**config.mk**
```make
export PLATFORM = sky130hd
export DESIGN_NAME = mips_run_monitor
export DESIGN_NICKNAME = d
export VERILOG_FILES = /design/src/rtl/mips_run_monitor_pkg.sv /design/src/rtl/mips_run_monitor_trace_fifo.sv /design/src/rtl/mips_run_monitor.sv
export SDC_FILE = /design/constraint.sdc
export NUM_CORES = 1
export LEC_CHECK = 0
export ABC_CLOCK_PERIOD_IN_PS = 4700
export CORE_MARGIN = 4
export CORE_UTILIZATION = 40
export DETAILED_ROUTE_END_ITERATION = 6
export GPL_TIMING_DRIVEN = 0
export SLEW_MARGIN = 20
export SYNTH_ARGS = -nofsm -noshare
export SYNTH_HDL_FRONTEND = slang
export SYNTH_SLANG_ARGS = --single-unit
```
**constraint.sdc**
```tcl
create_clock -name clk -period 4.7 [get_ports clk]
set_clock_uncertainty 0.05 [all_clocks]
set_input_delay 0.705 -clock clk [delete_from_list [all_inputs] [get_ports clk]]
set_output_delay 0.705 -clock clk [all_outputs]
set_load 0.01 [all_outputs]
```
**src/rtl/mips_run_monitor_pkg.sv**
```systemverilog
// Shared types and helpers for the MIPS run-control monitor.
package mips_pkg;

  localparam int DEFAULT_DATA_W = 16;

  typedef enum logic [1:0] {
    RST_HOLD = 2'd0,
    RUN      = 2'd1,
    HALT     = 2'd2,
    TIMEOUT  = 2'd3
  } run_state_e;

  function automatic int clog2(input int v);
    int r;
    r = 0;
    while ((1 << r) < v) r++;
    return r;
  endfunction

endpackage

```
**src/rtl/mips_run_monitor_trace_fifo.sv**
```systemverilog
// First-word-fall-through trace FIFO with drop-on-full and a sticky overflow flag.
module trace_fifo
  import mips_pkg::*;
#(
  parameter int W     = 32,
  parameter int DEPTH = 16
) (
  input  logic                   clk,
  input  logic                   reset,
  input  logic                   flush_i,
  input  logic                   push_i,
  input  logic [W-1:0]           push_data_i,
  input  logic                   pop_i,
  output logic                   valid_o,
  output logic [W-1:0]           head_o,
  output logic [clog2(DEPTH):0]  level_o,
  output logic                   overflow_o
);

  localparam int AW = clog2(DEPTH);
  localparam logic [AW:0] FULL_LVL = DEPTH[AW:0];

  logic [W-1:0] mem_q [DEPTH];
  logic [AW:0]  wr_q, rd_q;
  logic         overflow_q;
  logic [AW:0]  level;
  logic         empty, full, do_pop, do_push;

  // Counters carry one extra bit so full and empty stay distinguishable.
  assign level   = wr_q - rd_q;
  assign empty   = (level == '0);
  assign full    = (level == FULL_LVL);
  assign do_pop  = pop_i && !empty;
  assign do_push = push_i && (!full || do_pop);

  always_ff @(posedge clk or posedge reset) begin
    if (reset) begin
      wr_q       <= '0;
      rd_q       <= '0;
      overflow_q <= 1'b0;
    end else if (flush_i) begin
      wr_q       <= '0;
      rd_q       <= '0;
      overflow_q <= 1'b0;
    end else begin
      if (do_push) wr_q <= wr_q + 1'b1;
      if (do_pop)  rd_q <= rd_q + 1'b1;
      if (push_i && full && !do_pop) overflow_q <= 1'b1;
    end
  end

  always_ff @(posedge clk) begin
    if (do_push && !flush_i) mem_q[wr_q[AW-1:0]] <= push_data_i;
  end

  assign valid_o    = !empty;
  assign head_o     = empty ? '0 : mem_q[rd_q[AW-1:0]];
  assign level_o    = level;
  assign overflow_o = overflow_q;

endmodule

```
**src/rtl/mips_run_monitor.sv**
```systemverilog
// Run control for a MIPS core: reset sequencing, cycle counting, halt/timeout
// detection and a (PC, ALU result) trace FIFO.
module mips_run_monitor
  import mips_pkg::*;
#(
  parameter int DATA_W       = DEFAULT_DATA_W,
  parameter int RESET_CYCLES = 5,
  parameter int HALT_CYCLES  = 4,
  parameter int MAX_CYCLES   = 0,
  parameter int TRACE_DEPTH  = 16,
  parameter int CNT_W        = 32
) (
  input  logic                         clk,
  input  logic                         reset,
  input  logic                         start,
  input  logic [DATA_W-1:0]            pc_in,
  input  logic [DATA_W-1:0]            alu_in,
  input  logic                         trace_rd,
  output logic                         core_reset,
  output logic                         running,
  output logic                         halted,
  output logic                         timeout,
  output logic [CNT_W-1:0]             cycle_count,
  output logic                         trace_valid,
  output logic [DATA_W-1:0]            trace_pc,
  output logic [DATA_W-1:0]            trace_alu,
  output logic [clog2(TRACE_DEPTH):0]  trace_level,
  output logic                         trace_overflow,
  output logic [1:0]                   run_state
);

  localparam int HW = clog2(RESET_CYCLES + 1);
  localparam int SW = clog2(HALT_CYCLES + 1);

  run_state_e       state_q;
  logic [HW-1:0]    hold_q;
  logic [SW-1:0]    stable_q;
  logic [CNT_W-1:0] cycle_q;
  logic [DATA_W-1:0] pc_prev_q;
  logic             first_q;
  logic             core_reset_q, running_q, halted_q, timeout_q;

  logic             pc_same, push, hit_halt, hit_timeout;
  logic [CNT_W-1:0] cycle_inc;
  logic [SW-1:0]    stable_inc;

  // pc_prev is stale on the first RUN cycle, so that sample always counts as new.
  assign pc_same     = !first_q && (pc_in == pc_prev_q);
  assign cycle_inc   = (&cycle_q) ? cycle_q : cycle_q + 1'b1;
  assign stable_inc  = stable_q + 1'b1;
  assign hit_halt    = pc_same && (stable_inc == SW'(HALT_CYCLES));
  assign hit_timeout = (MAX_CYCLES != 0) && (cycle_inc == CNT_W'(MAX_CYCLES));
  assign push        = (state_q == RUN) && !start && !pc_same;

  always_ff @(posedge clk or posedge reset) begin
    if (reset) begin
      state_q      <= RST_HOLD;
      hold_q       <= '0;
      stable_q     <= '0;
      cycle_q      <= '0;
      pc_prev_q    <= '0;
      first_q      <= 1'b1;
      core_reset_q <= 1'b1;
      running_q    <= 1'b0;
      halted_q     <= 1'b0;
      timeout_q    <= 1'b0;
    end else if (start) begin
      state_q      <= RST_HOLD;
      hold_q       <= '0;
      stable_q     <= '0;
      cycle_q      <= '0;
      first_q      <= 1'b1;
      core_reset_q <= 1'b1;
      running_q    <= 1'b0;
      halted_q     <= 1'b0;
      timeout_q    <= 1'b0;
    end else begin
      case (state_q)
        RST_HOLD: begin
          if (hold_q == HW'(RESET_CYCLES - 1)) begin
            state_q      <= RUN;
            hold_q       <= '0;
            first_q      <= 1'b1;
            core_reset_q <= 1'b0;
            running_q    <= 1'b1;
          end else begin
            hold_q <= hold_q + 1'b1;
          end
        end
        RUN: begin
          cycle_q   <= cycle_inc;
          pc_prev_q <= pc_in;
          first_q   <= 1'b0;
          stable_q  <= pc_same ? stable_inc : '0;
          // Halt takes priority over a timeout landing on the same edge.
          if (hit_halt) begin
            state_q   <= HALT;
            running_q <= 1'b0;
            halted_q  <= 1'b1;
          end else if (hit_timeout) begin
            state_q   <= TIMEOUT;
            running_q <= 1'b0;
            timeout_q <= 1'b1;
          end
        end
        default: ;
      endcase
    end
  end

  trace_fifo #(
    .W     (2 * DATA_W),
    .DEPTH (TRACE_DEPTH)
  ) u_trace_fifo (
    .clk         (clk),
    .reset       (reset),
    .flush_i     (start),
    .push_i      (push),
    .push_data_i ({pc_in, alu_in}),
    .pop_i       (trace_rd),
    .valid_o     (trace_valid),
    .head_o      ({trace_pc, trace_alu}),
    .level_o     (trace_level),
    .overflow_o  (trace_overflow)
  );

  assign core_reset  = core_reset_q;
  assign running     = running_q;
  assign halted      = halted_q;
  assign timeout     = timeout_q;
  assign cycle_count = cycle_q;
  assign run_state   = state_q;

endmodule

```
* Yosys cells after proc, flatten, opt, wreduce, memory -nomap -nowiden
Memories as Yosys holds them, arrays and structs flattened. Index checks and enable logic that the tools add are counted.
Operators by class: bitwise gates (word level) 1, reductions and logical operators 33, muxes and demuxes 34, $add $sub $neg 6, eq/ne operators 8
Operators with widths (number):
- $mux W32 | 4
- $add A32 B1 Y32 const B | 1
- $reduce_and A32 Y1 | 1
- $mux W5 | 4
- $mux W3 | 6
- $eq A16 B16 Y1 | 1
- $mux W1 | 14
- $reduce_bool A2 Y1 | 7
- $add A5 B1 Y5 const B | 2
- $reduce_and A2 Y1 | 5
- $logic_and A1 B1 Y1 | 9
- $add A3 B1 Y3 const B | 2
- $eq A3 B3 Y1 const B | 2
- $logic_not A1 Y1 | 6
- $mux W2 | 3
- $ne A3 B3 Y1 const B | 2
- $eq A5 B5 Y1 const B | 1
- $logic_not A5 Y1 | 1
- $sub A5 B5 Y5 | 1
- $pmux W1 S2 | 2
- $pmux W2 S2 | 1
- $reduce_and A3 Y1 | 1
- $reduce_bool A3 Y1 | 1
- $eq A2 B1 Y1 const B | 1
- 4 further kinds | 4
Storage, ports and cells: memories kept 1, bits in registers 71, bits in writable memories 512
Memories:
- u_trace_fifo.mem_q | depth 16, bits a word 32, rd ports 1, clocked after memory_dff 0, wr ports 1, RTL line mips_run_monitor_trace_fifo.sv:23 | logic [W-1:0] mem_q [DEPTH];

* Depth between registers and ports, before layout
Gate-level depths: netlist of the first run.
depth in word-level cells 9, mapped depth 12

* Hierarchy
From an unflattened synthesis of the first run, not the netlist that was laid out.
Unflattened totals: cell total of the unflattened synthesis 1326, area, all modules 23847.9 µm²
By module, submodules not included:
- trace_fifo | cells an instance 978, instances 1, area each 20624.8 µm²
- mips_run_monitor | cells an instance 348, instances 1, area each 3223.1 µm²

* Worst setup path before layout of the first run
OpenSTA, ideal clock, no wires.
kind reg2reg, start point register u_trace_fifo.rd_q[1], end point memory u_trace_fifo.mem_q[15][0] (enable), cell stages (with the launch flop) 11, data required time 4.206 ns, setup slack -0.081 ns, library setup time 0.444 ns, path buffers 3, arrival time 4.286 ns, path through dfrtp_1 > clkbuf_1 > buf_2 > buf_1 > inv_1 > fa_1 > xor2_1 > and4b_1 > nor2_1 > nor3_2 > nor4b_2
On the way: cells in the longest elaborated chain, start to end 9, elaborated cells on any way between the ends 11
Ends and longest elaborated chain:
- start, declared | RTL line mips_run_monitor_trace_fifo.sv:24 | logic [AW:0] wr_q, rd_q;
- start signal, assigned | RTL line mips_run_monitor_trace_fifo.sv:47 | if (do_pop) rd_q <= rd_q + 1'b1;
- $sub A5 B5 Y5 (*) | RTL line mips_run_monitor_trace_fifo.sv:30 | assign level = wr_q - rd_q;
- named net trace_level[2] | RTL line mips_run_monitor.sv:27 | output logic [clog2(TRACE_DEPTH):0] trace_level,
- $logic_not A5 Y1 | RTL line mips_run_monitor_trace_fifo.sv:31 | assign empty = (level == '0);
- $logic_not A1 Y1 | RTL line mips_run_monitor_trace_fifo.sv:33 | assign do_pop = pop_i && !empty;
- $logic_and A1 B1 Y1 | RTL line mips_run_monitor_trace_fifo.sv:33
- $logic_or A1 B1 Y1 (*) | RTL line mips_run_monitor_trace_fifo.sv:34 | assign do_push = push_i && (!full || do_pop);
- $logic_and A1 B1 Y1 (*) | RTL line mips_run_monitor_trace_fifo.sv:34
- $logic_and A1 B1 Y1 (*) | RTL line mips_run_monitor_trace_fifo.sv:53 | if (do_push && !flush_i) mem_q[wr_q[AW-1:0]] <= push_data_i;
- $mux W1 (*) | RTL line mips_run_monitor_trace_fifo.sv:53
- $mux W1 (not written as such) (*) | RTL line mips_run_monitor_trace_fifo.sv:53
- end, declared | RTL line mips_run_monitor_trace_fifo.sv:23
Mark *: on every way through the listed nets, which the timed path passes. The rest lies on a longest branch.

* Worst setup path in the final report of the first run
start point register u_trace_fifo.rd_q[1], end point output port trace_pc[11]
On the way: cells in the longest elaborated chain, start to end 3, elaborated cells on any way between the ends 4
Ends and longest elaborated chain:
- $sub A5 B5 Y5 | RTL line mips_run_monitor_trace_fifo.sv:30
- $logic_not A5 Y1 | RTL line mips_run_monitor_trace_fifo.sv:31
- $mux W32 (*) | RTL line mips_run_monitor_trace_fifo.sv:57 | assign head_o = empty ? '0 : mem_q[rd_q[AW-1:0]];
- end, declared | RTL line mips_run_monitor.sv:25 | output logic [DATA_W-1:0] trace_pc,
Every way passes the cells marked *; elsewhere a longest branch is shown, timed or not.

==> out/metrics.yaml, run 1 <==
place_ws_ns: -1.020
clkSinkCount: 582
fin_crit_ns: 4.547
wl_per_cell_um: 25.48
cp.required_ns: 3.94
post-route-cell-area_sq_um: 27540
start_util_pct: 40.44
die_x_um: 249.5
yosys-top-cells-count: "edfxtp_1 (512), mux4_2 (160), dfrtp_1 (68), nor2_1 (42), xor2_1 (36)"
grt_use_met3_pct: 3.950
synthCells: 1145
first_pass_iters: 5
io_pins: 113
ys_async_sr_fraction_pct: 12.03
cts_tree: "done"
r2r_cells: 11
grt_max_degree: 53
chipHeight_um: 249.5
dp_cells: 2025
synth.most_common_cell: "edfxtp_1"
r2r_end: "u_trace_fifo.mem_q[12][1]"
worst_pin_slew_ns: 1.057
use_met2_pct: 28.50
port_buffers: 110
syn_nets: 1196
setup_viol: 0
synth_top_area_cell: "edfxtp_1"
fin_ws_ns: 0.1525
grt_overflow: 0
placementRows: 88
drive_above_1_share_pct: 23.41
synth_cell_types: 53
fin_util_pct: 47.73
ys_top_cells_by_area: "edfxtp_1 (66%), mux4_2 (15%), dfrtp_1 (7.3%)"
max_freq_mhz: 219.9
drtIter0Drc: 1004
end_kind: "primary output"
p_per_area_nw_per_um2: 487.0
cp_max_fo: 10
synth_top_area_share_pct: 65.89
grtUsageTotal_pct: 17.45
grt_pass1_vias: 12170
dr_total_vias: 11640
dp_hpwl_mm: 30.71
place_congestion: 0.7703
vias_per_cell: 5.459
holdWs_ns: 0.3818
clock_tree.root_cell: "clkbuf_16"
timing.critical_path.to: "trace_pc[11]"
worst_hold_path_type: "in -> async"
cts_buffer_depth: 3
synth_warnings: 0
synth-edff-count: 512
global_route.peak_usage_layer: "met2"
critPathKind: "reg -> out"
worst_skew_pair.late_latency_ns: 0.61
fin_cells: 2133
place_area_sq_um: 25550
slew_headroom_pct: 29.56
area_delta_synth_final_pct: 18.01
use_met1_pct: 24.55
core_area_sq_um: 57700
drc: 0
r2r_start: "u_trace_fifo.rd_q[1]"
finalCritPeriodShare_pct: 96.76
ir_worst_vdd_uv: 313.7
status: "completed"
drtAntennaViolNets: 0
ys_ff_latch: 582
antenna_found_initial: 2
r2r_slack_ns: 0.76
cts_buffers: 60
drv_slew: 0
synth-seq-area-share_pct: 73.41
crit_path_start: "u_trace_fifo.rd_q[1]"
drv_cap: 0
p_leak_nw: 8.882
netlist_area_sq_um: 23330
yosys_most_used_dff: "edfxtp_1"
clkTransAtPathRegs_ns: 0.06
postCtsHoldBufs: 0
start_kind: "flop"
htree_num_levels: 2
final_nets: 1374
hold_viol: 0
avgSynthCellArea_sq_um: 20.38
grt_pass1_wl_mm: 80.98
arrival_ns: 3.79
die_area_sq_um: 62260
wl_mm: 54.35
## placed cells by master, fill, tap and decap left out, types with 10 or more instances in the layout
master           instances
ha_1                    14
dfrtp_1                 66
buf_4                   19
o21ai_0                 12
and3_4                  12
mux4_2                 160
inv_1                   20
edfxtp_1               512
a21oi_1                 16
xor2_1                  35
nand4_1                 11
nand2_1                 16
nor2_1                  42
clkbuf_16               61
clkbuf_1                43
nand3_1                 23
mux2_2                  17
clkdlybuf4s50_1        108
nor2b_1                 30
clkinv_1                10
## power breakdown
| part | total, mW | internal, mW | switching (mW) |
|---|---|---|---|
| Sequential | 5.77 | 5.71 | 0.0631 |
| Clock | 4.59 | 2.66 | 1.94 |
| Combinational | 3.04 | 1.59 | 1.45 |
## worst min-delay path by stage
stage / startpoint / end / slack, ns / cells past startpoint
2_1_floorplan: stable_q[2] / stable_q[2] / 0.41 / 1
3_3_place_gp: stable_q[2] / stable_q[2] / 0.42 / 1
3_5_place_dp: stable_q[2] / stable_q[2] / 0.42 / 1
4_1_cts: reset / pc_prev_q[8] / 0.38 / 2
5_1_grt: reset / pc_prev_q[8] / 0.39 / 2
6_report: reset / pc_prev_q[8] / 0.38 / 2
## layout make-up
type / instances / area [sq um]
timing repair buffer: 118 / 1201
clock buffer: 85 / 1617
multi-input combinational: 488 / 5973
tap: 765 / 957.2
sequential: 582 / 17130
antenna: 1 / 2.502
fill: 4817 / 30160
buffer: 51 / 297.8
inverter: 22 / 85.08
clock inverter: 21 / 270.3
## flip-flops by register name, indices dropped and copies added, names as in the netlist
register and flops:
u_trace_fifo.mem_q 512, run_state 2, core_reset 1, u_trace_fifo.overflow_o 1, cycle_count 32, stable_q 3, pc_prev_q 16, u_trace_fifo.rd_q 5
first_q 1, halted 1, hold_q 3, u_trace_fifo.wr_q 5
## worst max-delay path, cell delays in order, from the launching register on
cell	delay, ns
dfrtp_2	0.43
buf_6	0.18
buf_6	0.20
inv_1	0.10
fa_1	0.49
xor2_2	0.23
and4b_1	0.24
o22a_4	0.31
clkbuf_8	0.23
nor2b_4	0.18
clkdlybuf4s50_1	0.57
## per-stage QoR
step                setup TNS (ns)  power [mW]
global placement           -582.79       8.853
CTS                              0       13.55
floorplan                        0       7.645
finish                           0       13.41
global route             -0.002086       13.95
detailed placement          -57.59       8.894
## layer usage
| metal | share of wire, % | up-vias |
|---|---|---|
| met5 | 0.024 | - |
| met4 | 1.6 | 2 |
| met3 | 6.3 | 76 |
| met2 | 49 | 345 |
| met1 | 43 | 6210 |
| li1 | - | 5011 |
## logic make-up (layout without fill, tap and decap cells)
logic type,count (synthesis),in the layout,share of synthesized area (%)
XOR/XNOR,45,45,1.689
adder cells (fa/ha/maj),15,15,0.8365
other,1,2,0.01607
buffers and inverters,75,297,1.485
flip-flops,582,582,73.41
AO/OA/AOI/OAI,46,46,1.233
multiplexers,184,184,16.56
AND/OR/NAND/NOR,197,197,4.767
## timing repair
action                                  in CTS  in global routing
pin swaps                                    0                  2
gates resized for setup                     27                  6
buffers inserted                             0                  3
endpoints found under the setup margin     340                 30
Power figures use the tool's default switching activity.
==> inputs of run 2 (changes only) <==
- CAP_MARGIN: not set -> 20
==> results of run 2 <==
Final layout, timing and power as in run 1 (identical DEF).
